`src/rtl/uart_tx_cfg_if.sv`:
```
// Byte-source handshake into the UART transmitter: data qualified by valid,
// accepted on any rising clock where valid && ready.
interface uart_tx_cfg_if #(
    parameter int DATA_WIDTH = 8
);
    logic [DATA_WIDTH-1:0] data;
    logic                  valid;
    logic                  ready;

    modport master (output data, output valid, input  ready);
    modport slave  (input  data, input  valid, output ready);
endinterface

```
`src/rtl/uart_tx_cfg.sv`:
```
// UART transmitter: LSB-first frames with runtime parity/stop selection and a
// one-word holding register so consecutive frames run with no idle gap.
module uart_tx_cfg #(
    parameter int DATA_WIDTH = 8,
    parameter int CLOCK_FREQ = 90,
    parameter int BAUD_RATE  = 30,
    parameter int DIV        = CLOCK_FREQ / BAUD_RATE,
    parameter int DIV_WIDTH  = 16
) (
    input  logic         clk,
    input  logic         reset_n,
    uart_tx_cfg_if.slave in_if,
    input  logic [1:0]   parity_mode_i,
    input  logic         stop_bits_i,
    output logic         tx_o,
    output logic         busy_o,
    output logic         frame_done_o
);

    localparam int BW = $clog2(DATA_WIDTH);
    localparam logic [DIV_WIDTH-1:0] CNT_LAST = DIV_WIDTH'(DIV - 1);
    localparam logic [BW-1:0]        BIT_LAST = BW'(DATA_WIDTH - 1);

    if (DIV < 2) begin : g_div_lo
        $error("uart_tx_cfg: DIV must be at least 2");
    end
    if (DIV > 2**DIV_WIDTH - 1) begin : g_div_hi
        $error("uart_tx_cfg: DIV does not fit in DIV_WIDTH");
    end
    if (DATA_WIDTH < 5 || DATA_WIDTH > 16) begin : g_dw
        $error("uart_tx_cfg: DATA_WIDTH must be 5..16");
    end

    typedef enum logic [2:0] {ST_IDLE, ST_START, ST_DATA, ST_PARITY, ST_STOP} state_e;

    state_e                state_q, state_d;
    logic [DIV_WIDTH-1:0]  cnt_q, cnt_d;
    logic [BW-1:0]         bit_q, bit_d;
    logic [DATA_WIDTH-1:0] shift_q, shift_d;
    logic [DATA_WIDTH-1:0] hold_q, hold_d;
    logic                  hold_full_q, hold_full_d;
    logic                  par_en_q, par_en_d;
    logic                  par_q, par_d;
    logic                  two_stop_q, two_stop_d;
    logic                  ready_q, ready_d;
    logic                  tx_q, tx_d;
    logic                  busy_q, busy_d;
    logic                  done_q, done_d;
    logic                  end_bit;
    logic                  load;

    assign end_bit = (cnt_q == CNT_LAST);

    always_ff @(posedge clk or negedge reset_n) begin
        if (!reset_n) begin
            state_q     <= ST_IDLE;
            cnt_q       <= '0;
            bit_q       <= '0;
            shift_q     <= '0;
            hold_q      <= '0;
            hold_full_q <= 1'b0;
            par_en_q    <= 1'b0;
            par_q       <= 1'b0;
            two_stop_q  <= 1'b0;
            ready_q     <= 1'b1;
            tx_q        <= 1'b1;
            busy_q      <= 1'b0;
            done_q      <= 1'b0;
        end else begin
            state_q     <= state_d;
            cnt_q       <= cnt_d;
            bit_q       <= bit_d;
            shift_q     <= shift_d;
            hold_q      <= hold_d;
            hold_full_q <= hold_full_d;
            par_en_q    <= par_en_d;
            par_q       <= par_d;
            two_stop_q  <= two_stop_d;
            ready_q     <= ready_d;
            tx_q        <= tx_d;
            busy_q      <= busy_d;
            done_q      <= done_d;
        end
    end

    always_comb begin
        state_d     = state_q;
        cnt_d       = cnt_q + 1'b1;
        bit_d       = bit_q;
        shift_d     = shift_q;
        hold_d      = hold_q;
        hold_full_d = hold_full_q;
        par_en_d    = par_en_q;
        par_d       = par_q;
        two_stop_d  = two_stop_q;
        load        = 1'b0;

        case (state_q)
            ST_IDLE: begin
                cnt_d = '0;
                load  = hold_full_q;
            end
            ST_START: begin
                if (end_bit) begin
                    state_d = ST_DATA;
                    cnt_d   = '0;
                    bit_d   = '0;
                end
            end
            ST_DATA: begin
                if (end_bit) begin
                    cnt_d   = '0;
                    shift_d = shift_q >> 1;
                    if (bit_q == BIT_LAST) begin
                        state_d = par_en_q ? ST_PARITY : ST_STOP;
                        bit_d   = '0;
                    end else begin
                        bit_d = bit_q + 1'b1;
                    end
                end
            end
            ST_PARITY: begin
                if (end_bit) begin
                    state_d = ST_STOP;
                    cnt_d   = '0;
                    bit_d   = '0;
                end
            end
            ST_STOP: begin
                if (end_bit) begin
                    cnt_d = '0;
                    if (two_stop_q && bit_q == '0) begin
                        bit_d = BW'(1);
                    end else if (hold_full_q) begin
                        load = 1'b1;
                    end else begin
                        state_d = ST_IDLE;
                    end
                end
            end
            default: state_d = ST_IDLE;
        endcase

        // Frame config is latched with the word so mid-frame changes only hit the next frame.
        if (load) begin
            state_d     = ST_START;
            cnt_d       = '0;
            bit_d       = '0;
            shift_d     = hold_q;
            hold_full_d = 1'b0;
            par_en_d    = (parity_mode_i == 2'b01) || (parity_mode_i == 2'b10);
            par_d       = (parity_mode_i == 2'b10) ? ~^hold_q : ^hold_q;
            two_stop_d  = stop_bits_i;
        end

        if (in_if.valid && ready_q) begin
            hold_d      = in_if.data;
            hold_full_d = 1'b1;
        end

        ready_d = ~hold_full_d;
        busy_d  = (state_d != ST_IDLE);

        case (state_d)
            ST_START:  tx_d = 1'b0;
            ST_DATA:   tx_d = shift_d[0];
            ST_PARITY: tx_d = par_d;
            default:   tx_d = 1'b1;
        endcase

        // Registered pulse: flag the clock that will be the last one of the final stop bit.
        done_d = (state_d == ST_STOP) && (cnt_d == CNT_LAST) &&
                 (!two_stop_d || bit_d == BW'(1));
    end

    assign in_if.ready  = ready_q;
    assign tx_o         = tx_q;
    assign busy_o       = busy_q;
    assign frame_done_o = done_q;

endmodule

```
`src/flat_wrapper.sv`:
```
// flat-port wrapper written by rule: the top's interface ports become plain ports
module uart_tx_cfg_flat 
#(
    parameter int DATA_WIDTH = 8,
    parameter int CLOCK_FREQ = 90,
    parameter int BAUD_RATE  = 30,
    parameter int DIV        = CLOCK_FREQ / BAUD_RATE,
    parameter int DIV_WIDTH  = 16
)
  (clk, reset_n, parity_mode_i, stop_bits_i, tx_o, busy_o, frame_done_o, in_if_data, in_if_valid, in_if_ready);
  uart_tx_cfg_if #(.DATA_WIDTH(DATA_WIDTH)) in_if_i ();
  input  logic clk;
  input  logic reset_n;
  input  logic [1:0] parity_mode_i;
  input  logic stop_bits_i;
  output logic tx_o;
  output logic busy_o;
  output logic frame_done_o;
  input wire logic [$bits(in_if_i.data)-1:0] in_if_data;
  input wire logic [$bits(in_if_i.valid)-1:0] in_if_valid;
  output wire logic [$bits(in_if_i.ready)-1:0] in_if_ready;
  assign in_if_i.data = in_if_data;
  assign in_if_i.valid = in_if_valid;
  assign in_if_ready = in_if_i.ready;
  uart_tx_cfg #(.DATA_WIDTH(DATA_WIDTH), .CLOCK_FREQ(CLOCK_FREQ), .BAUD_RATE(BAUD_RATE), .DIV(DIV), .DIV_WIDTH(DIV_WIDTH)) u_core (.clk(clk), .reset_n(reset_n), .in_if(in_if_i), .parity_mode_i(parity_mode_i), .stop_bits_i(stop_bits_i), .tx_o(tx_o), .busy_o(busy_o), .frame_done_o(frame_done_o));
endmodule
```
`config.mk`:
```
export PLATFORM = sky130hd
export DESIGN_NAME = uart_tx_cfg_flat
export DESIGN_NICKNAME = d
export VERILOG_FILES = /design/src/rtl/uart_tx_cfg_if.sv /design/src/rtl/uart_tx_cfg.sv /design/src/flat_wrapper.sv
export SDC_FILE = /design/constraint.sdc
export NUM_CORES = 1
export LEC_CHECK = 0
export ABC_AREA = 0
export BUFFER_PORTS_ARGS = -buffer_cell sky130_fd_sc_hd__buf_2
export CAP_MARGIN = 20
export CORE_MARGIN = 2
export CORE_UTILIZATION = 35
export CTS_CLUSTER_DIAMETER = 30
export DETAILED_ROUTE_END_ITERATION = 8
export GPL_TIMING_DRIVEN = 0
export SETUP_SLACK_MARGIN = 0.02
export SLEW_MARGIN = 20
export SYNTH_ARGS = -nofsm -noshare
export SYNTH_HDL_FRONTEND = slang
export SYNTH_SLANG_ARGS = --single-unit
```
`constraint.sdc`:
```
create_clock -name clk -period 4.6 [get_ports clk]
set_clock_uncertainty 0.2 [all_clocks]
set_input_delay 0.46 -clock clk [delete_from_list [all_inputs] [get_ports clk]]
set_output_delay 0.46 -clock clk [all_outputs]
set_load 0.1 [all_outputs]
```
# --- Yosys cells after proc, flatten, opt, wreduce, memory -nomap -nowiden ---
# Index checks and enable logic that the tools add are counted.
totals:
  reg_bits: 46
  inputBits: 14
  output_inout_bits: 4
  word_cells: 81
classes:
  addsub: 2
  eq_ne: 14
  mux: 33
  n_bitwise: 1
  reduce_logical: 17
ops:
  columns: ["operator", "n"]
  rows:
  - ["$mux W3", 15]
  - ["$eq A16 B2 Y1 const B", 2]
  - ["$mux W16", 2]
  - ["$pmux W16 S2", 1]
  - ["$mux W8", 3]
  - ["$add A16 B1 Y16 const B", 1]
  - ["$pmux W3 S5", 1]
  - ["$eq A3 B2 Y1 const B", 4]
  - ["$eq A3 B1 Y1 const B", 3]
  - ["$eq A3 B3 Y1 const B", 3]
  - ["$pmux W3 S3", 1]
  - ["$mux W1", 8]
  - ["$reduce_xnor A8 Y1", 1]
  - ["$reduce_xor A8 Y1", 1]
  - ["$logic_not A3 Y1", 2]
  - ["$logic_and A1 B1 Y1", 4]
  - ["$reduce_bool A2 Y1", 2]
  - ["$reduce_or A4 Y1", 1]
  - ["$add A3 B1 Y3 const B", 1]
  - ["$pmux W1 S3", 1]
  - ["$reduce_bool A3 Y1", 1]
  - ["$eq A2 B1 Y1 const B", 1]
  - ["$eq A2 B2 Y1 const B", 1]
  - ["$logic_or A1 B1 Y1", 2]
  - ["5 further kinds", 5]

# --- Depth between registers and ports, before layout ---
depth:
  depth_word: 9
  depth_mapped: 9
  depth_no_buf: 8

# --- Least setup slack after synthesis ---
# No wires, ideal clock.
synth_path:
  path_type: "flip-flop to flip-flop"
  start: "register u_core.cnt_q[0]"
  end: "register u_core.done_q (netlist: u_core.frame_done_o)"
  setup_ps: 107
  arrival_time_ps: 2174
  required_time_ps: 4293
  slack_ps: 2119
  path_stages_with_launch: 8
  n_path_buf: 0
  period_less_slack_ps: 2481
  cell_sequence: "dfrtp_1 inv_1 ha_1 nor4b_2 and4_1 maj3_2 or4_4 a2111oi_4"
synth_via:
  elab_chain_len: 7
  word_cells_on_any_way: 26
  classes_between: "add/sub: 1; eq/ne: 4; mux: 17; reduce/logical: 4"
synth_lines:
  columns: ["element", "line", "source"]
  rows:
  - ["start, declared", "uart_tx_cfg.sv:37", "logic [DIV_WIDTH-1:0] cnt_q, cnt_d;"]
  - ["start signal, assigned", "uart_tx_cfg.sv:71", "cnt_q <= cnt_d;"]
  - ["$add A16 B1 Y16 or $eq A16 B2 Y1 (tied branches)", "uart_tx_cfg.sv:88, uart_tx_cfg.sv:52", null]
  - ["$mux W16 (tied with other cells)", null, null]
  - ["$pmux W16 S2 (tied with other cells)", "uart_tx_cfg.sv:98", "case (state_q)"]
  - ["$mux W16 (tied with other cells)", "uart_tx_cfg.sv:145", "if (load) begin"]
  - ["$eq A16 B2 Y1 (tied with other cells)", "uart_tx_cfg.sv:172", "done_d = (state_d == ST_STOP) && (cnt_d == CNT_LAST) &&"]
  - ["$logic_and A1 B1 Y1 or $logic_or A1 B1 Y1 (tied branches)", "uart_tx_cfg.sv:172, uart_tx_cfg.sv:173", null]
  - ["$logic_and A1 B1 Y1 *", "uart_tx_cfg.sv:172", null]
  - ["named net u_core.done_d", "uart_tx_cfg.sv:48", "logic done_q, done_d;"]
  - ["end signal, assigned", "uart_tx_cfg.sv:82", "done_q <= done_d;"]
  - ["end, declared", "uart_tx_cfg.sv:48", null]
# The timed path passes the listed nets; every way through them passes the cells marked *.
# A chain may end at the register's enable or synchronous reset.

# --- Final worst setup path ---
# Ends and elaborated chain as after synthesis.

==> impl_metrics.yaml <==
finish:
  seqCellArea_sq_um: 1154
  fin_nets: 289
  n_antenna_cell: 0
  fillCellCount: 664
  final_cells: 366
  mostFrequentLayoutCell: "dfrtp_1"
  final_cell_mix: "dfrtp_1, nor2_1, buf_2, nand2_1, xnor2_1"
  syn_to_final_growth_pct: 13.29
  layout-drive-gt1-share_pct: 21.48
  multiInputGateArea_sq_um: 1221
place:
  place_congestion: 0.8466
  dpl.hpwl_mm: 3.413
  io_buffers: 17
  dp.cells: 357
setup_path:
  r2r_start: "u_core.cnt_q[0]$_DFF_PN0_"
  start_kind: "flip-flop"
  crit_required_ns: 4.60
  path_max_fanout: 8
  end_kind: "flip-flop"
  rrSetupSlack_ns: 1.92
  critPathMaxStageDelay_ns: 0.55
  slowest_stage: "or4_4"
  endpoint: "u_core.frame_done_o$_DFF_PN0_"
  cp-startpoint: "u_core.cnt_q[0]$_DFF_PN0_"
  cp.arrival_ns: 2.67
  rr_worst_depth: 7
  reg2reg_to: "u_core.frame_done_o$_DFF_PN0_"
  crit_type: "flip-flop to flip-flop"
  crit_chain: "inv_1, ha_1, nor4b_2, and4_1, maj3_2, or4_4, a2111oi_4"
synthesis:
  syn_inst: 244
  yosysWarnings: 0
  syn_area_sq_um: 2467
  synth_compound_area_share_pct: 10.50
  synth_xor_area_share_pct: 8.164
  synth_edf_count: 0
  synth_top_family_by_area: "simple AND/OR/NAND/NOR gates"
  syn_nets: 264
  yosys_most_used_dff: "dfrtp_1"
  avgSynthCellArea_sq_um: 10.11
  ys_ff_latch: 46
  synthMuxAreaShare_pct: 6.643
  synth_simple_gate_area_share_pct: 20.69
  yosys.cell_types.count: 48
  synthAdderAreaFrac_pct: 3.499
  ys_seq_area_share_pct: 46.75
  async_reset_ff_share_pct: 100.0
flow_run:
  cap_violations: 0
power_and_ir_drop:
  leakage_nw: 1.198
  peakVddDrop_v: 0.0004312
  powerDensity_nw_per_um2: 610.3
die:
  coreArea_sq_um: 6794
  dieArea_sq_um: 7737
  die_h_um: 87.96
  start_util_pct: 36.32
  num_rows: 30
  die_width_um: 87.96
  pin_count: 18
detailed_routing:
  drc: 0
  vias: 1801
  dr.pass1.iters: 4
  ant_nets: 0
  viasPerCell: 4.921
  wl_per_cell_um: 12.99
  drt_iter0_markers: 119
  wl_mm: 4.754
cts:
  clock_insertion_delay_worst_skew_ns: 0.30
  tritoncts: "built"
  numClockSinks: 46
  cts-buffers-inserted: 5
  path_clk_slew_ns: 0.09
  root_buffer: "clkbuf_8"
  cts-htree-levels: 2
  clockBufferDepth: 2
  cts.repair.resized: 0
grt:
  antenna_found_initial: 0
  gr-total-overflow: 0
  grt_pass1_wl_mm: 8.459
  grt_max_degree: 47
  first_global_vias: 1733
  groute.usage.overall_pct: 13.96
timing:
  rsz0062_at_grt: "no"
  fmax_mhz: 373.6
  hold_violations: 0
  maxSlewHeadroom_pct: 62.07
  tns_ns: 0
  worstMarginPinSlew_ns: 0.5689
  finalCritPeriodShare_pct: 58.18
  fin_crit_ns: 2.676
  setup_viol: 0
  final_max_slew_viol_count: 0
hold_path:
  hold_class: "primary input to flip-flop"
outcome:
  status: "finished, final reports clean"
[how the worst min path moves through the flow]
| stage | from | end | slack [ns] | depth (start not counted) |
|---|---|---|---|---|
| 2_1_floorplan | reset_n | u_core.bit_q[0]$_DFF_PN0_ | -0.04 | 0 |
| 4_1_cts | reset_n | u_core.hold_q[2]$_DFFE_PN0P_ | 0.16 | 1 |
| 6_report | in_if_data[7] | u_core.hold_q[7]$_DFFE_PN0P_ | 0.18 | 2 |
| 5_1_grt | in_if_data[1] | u_core.hold_q[1]$_DFFE_PN0P_ | 0.18 | 2 |
| 3_5_place_dp | u_core.shift_q[4]$_DFFE_PN0P_ | u_core.shift_q[4]$_DFFE_PN0P_ | 0.26 | 2 |
| 3_3_place_gp | u_core.shift_q[3]$_DFFE_PN0P_ | u_core.shift_q[3]$_DFFE_PN0P_ | 0.26 | 2 |
[Yosys cell counts (all sizes together) (2+ instances only)]
| master | n | area (sq um) |
|---|---|---|
| o21ai | 10 | 50.04 |
| nand2 | 23 | 86.33 |
| nor3 | 8 | 56.31 |
| inv | 9 | 33.78 |
| a31o | 2 | 17.52 |
| a21oi | 10 | 50.05 |
| ha | 6 | 75.07 |
| mux2 | 11 | 123.9 |
| nand3 | 12 | 65.06 |
| xnor2 | 13 | 113.9 |
| nor2 | 26 | 97.59 |
| nand3b | 3 | 22.52 |
| a22o | 2 | 17.52 |
| dfrtp | 44 | 1101 |
| o31ai | 4 | 30.03 |
| or3 | 2 | 17.52 |
| xor2 | 10 | 87.58 |
| dfstp | 2 | 52.55 |
| a22oi | 3 | 22.52 |
| o211ai | 2 | 15.01 |
| nand4 | 5 | 37.53 |
| clkbuf | 2 | 8.750 |
| mux2i | 4 | 40.04 |
| buf | 10 | 50.05 |
| nor4 | 5 | 43.79 |
| and3 | 4 | 25.02 |
[stage by stage]
| step | area (sq um) | util [%] | setup slack (ns) | hold WS, ns | power, mW |
|---|---|---|---|---|---|
| after floorplan | 2467 | - | 2.119 | -0.03559 | 1.253 |
| after global placement | 2673 | 39.34 | 1.924 | 0.2617 | 1.410 |
| after detailed placement | 2673 | 39.34 | 1.934 | 0.2630 | 1.423 |
| after CTS | 2783 | 40.96 | 1.913 | 0.1642 | 1.729 |
| after global routing | 2795 | 41.14 | 1.627 | 0.1768 | 1.842 |
| final | 2795 | 41.14 | 1.924 | 0.1827 | 1.706 |
[power breakdown]
group / leakage, nW / internal [mW] / switching, mW
clock: 0.0514 / 0.162 / 0.136
sequential: 0.585 / 0.543 / 0.106
combinational: 0.562 / 0.312 / 0.446
total: 1.20 / 1.02 / 0.688
[cells by family after synthesis]
| logic type | count (synthesis) |
|---|---|
| fa+ha+maj | 7 |
| xor+xnor | 23 |
| flops | 46 |
| buf+inv | 21 |
| mux | 15 |
| simple gates | 94 |
| compound gates | 38 |
[sequential cells by signal (all words and copies together), names as in the netlist]
signal               cells
u_core.busy_o            1
u_core.par_q             1
u_core.bit_q             3
u_core.two_stop_q        1
u_core.par_en_q          1
u_core.hold_full_q       1
u_core.hold_q            8
u_core.state_q           3
u_core.tx_o              1
u_core.cnt_q            16
u_core.shift_q           8
u_core.frame_done_o      1
u_core.in_if.ready       1
[routing by layer]
metal	global-route usage (%)	vias up	share of wire [%]
li1	-	906	-
met1	20.25	864	50
met2	20.73	25	45
met3	2.828	6	3.2
met4	4.895	0	1.5
met5	0	-	0
[critical path: cells and delay by family, from the launching register on]
| kind | cells | cell delay (ns) |
|---|---|---|
| buffers and inverters | 1 | 0.07 |
| DFF | 1 | 0.46 |
| and+or+nand+nor | 3 | 0.92 |
| AOI/OAI and AO/OA | 1 | 0.32 |
| adders and majority gates | 2 | 0.59 |
[layout make-up]
type | instances | area share, %
flip-flops and latches | 46 | 41.27
multi-input cells | 177 | 43.69
repair buffers | 18 | 3.491
well taps | 96 | 4.297
clock buffers | 6 | 2.596
clock inverters | 2 | 1.343
inverters | 9 | 1.209
plain buffers | 12 | 2.104
[timing repair]
item | in CTS | in global routing
hold buffers | 0 | 1
hold endpoints to repair | 0 | 3
buffers inserted | 0 | 0
No activity file was read; power rests on OpenSTA's default activity.
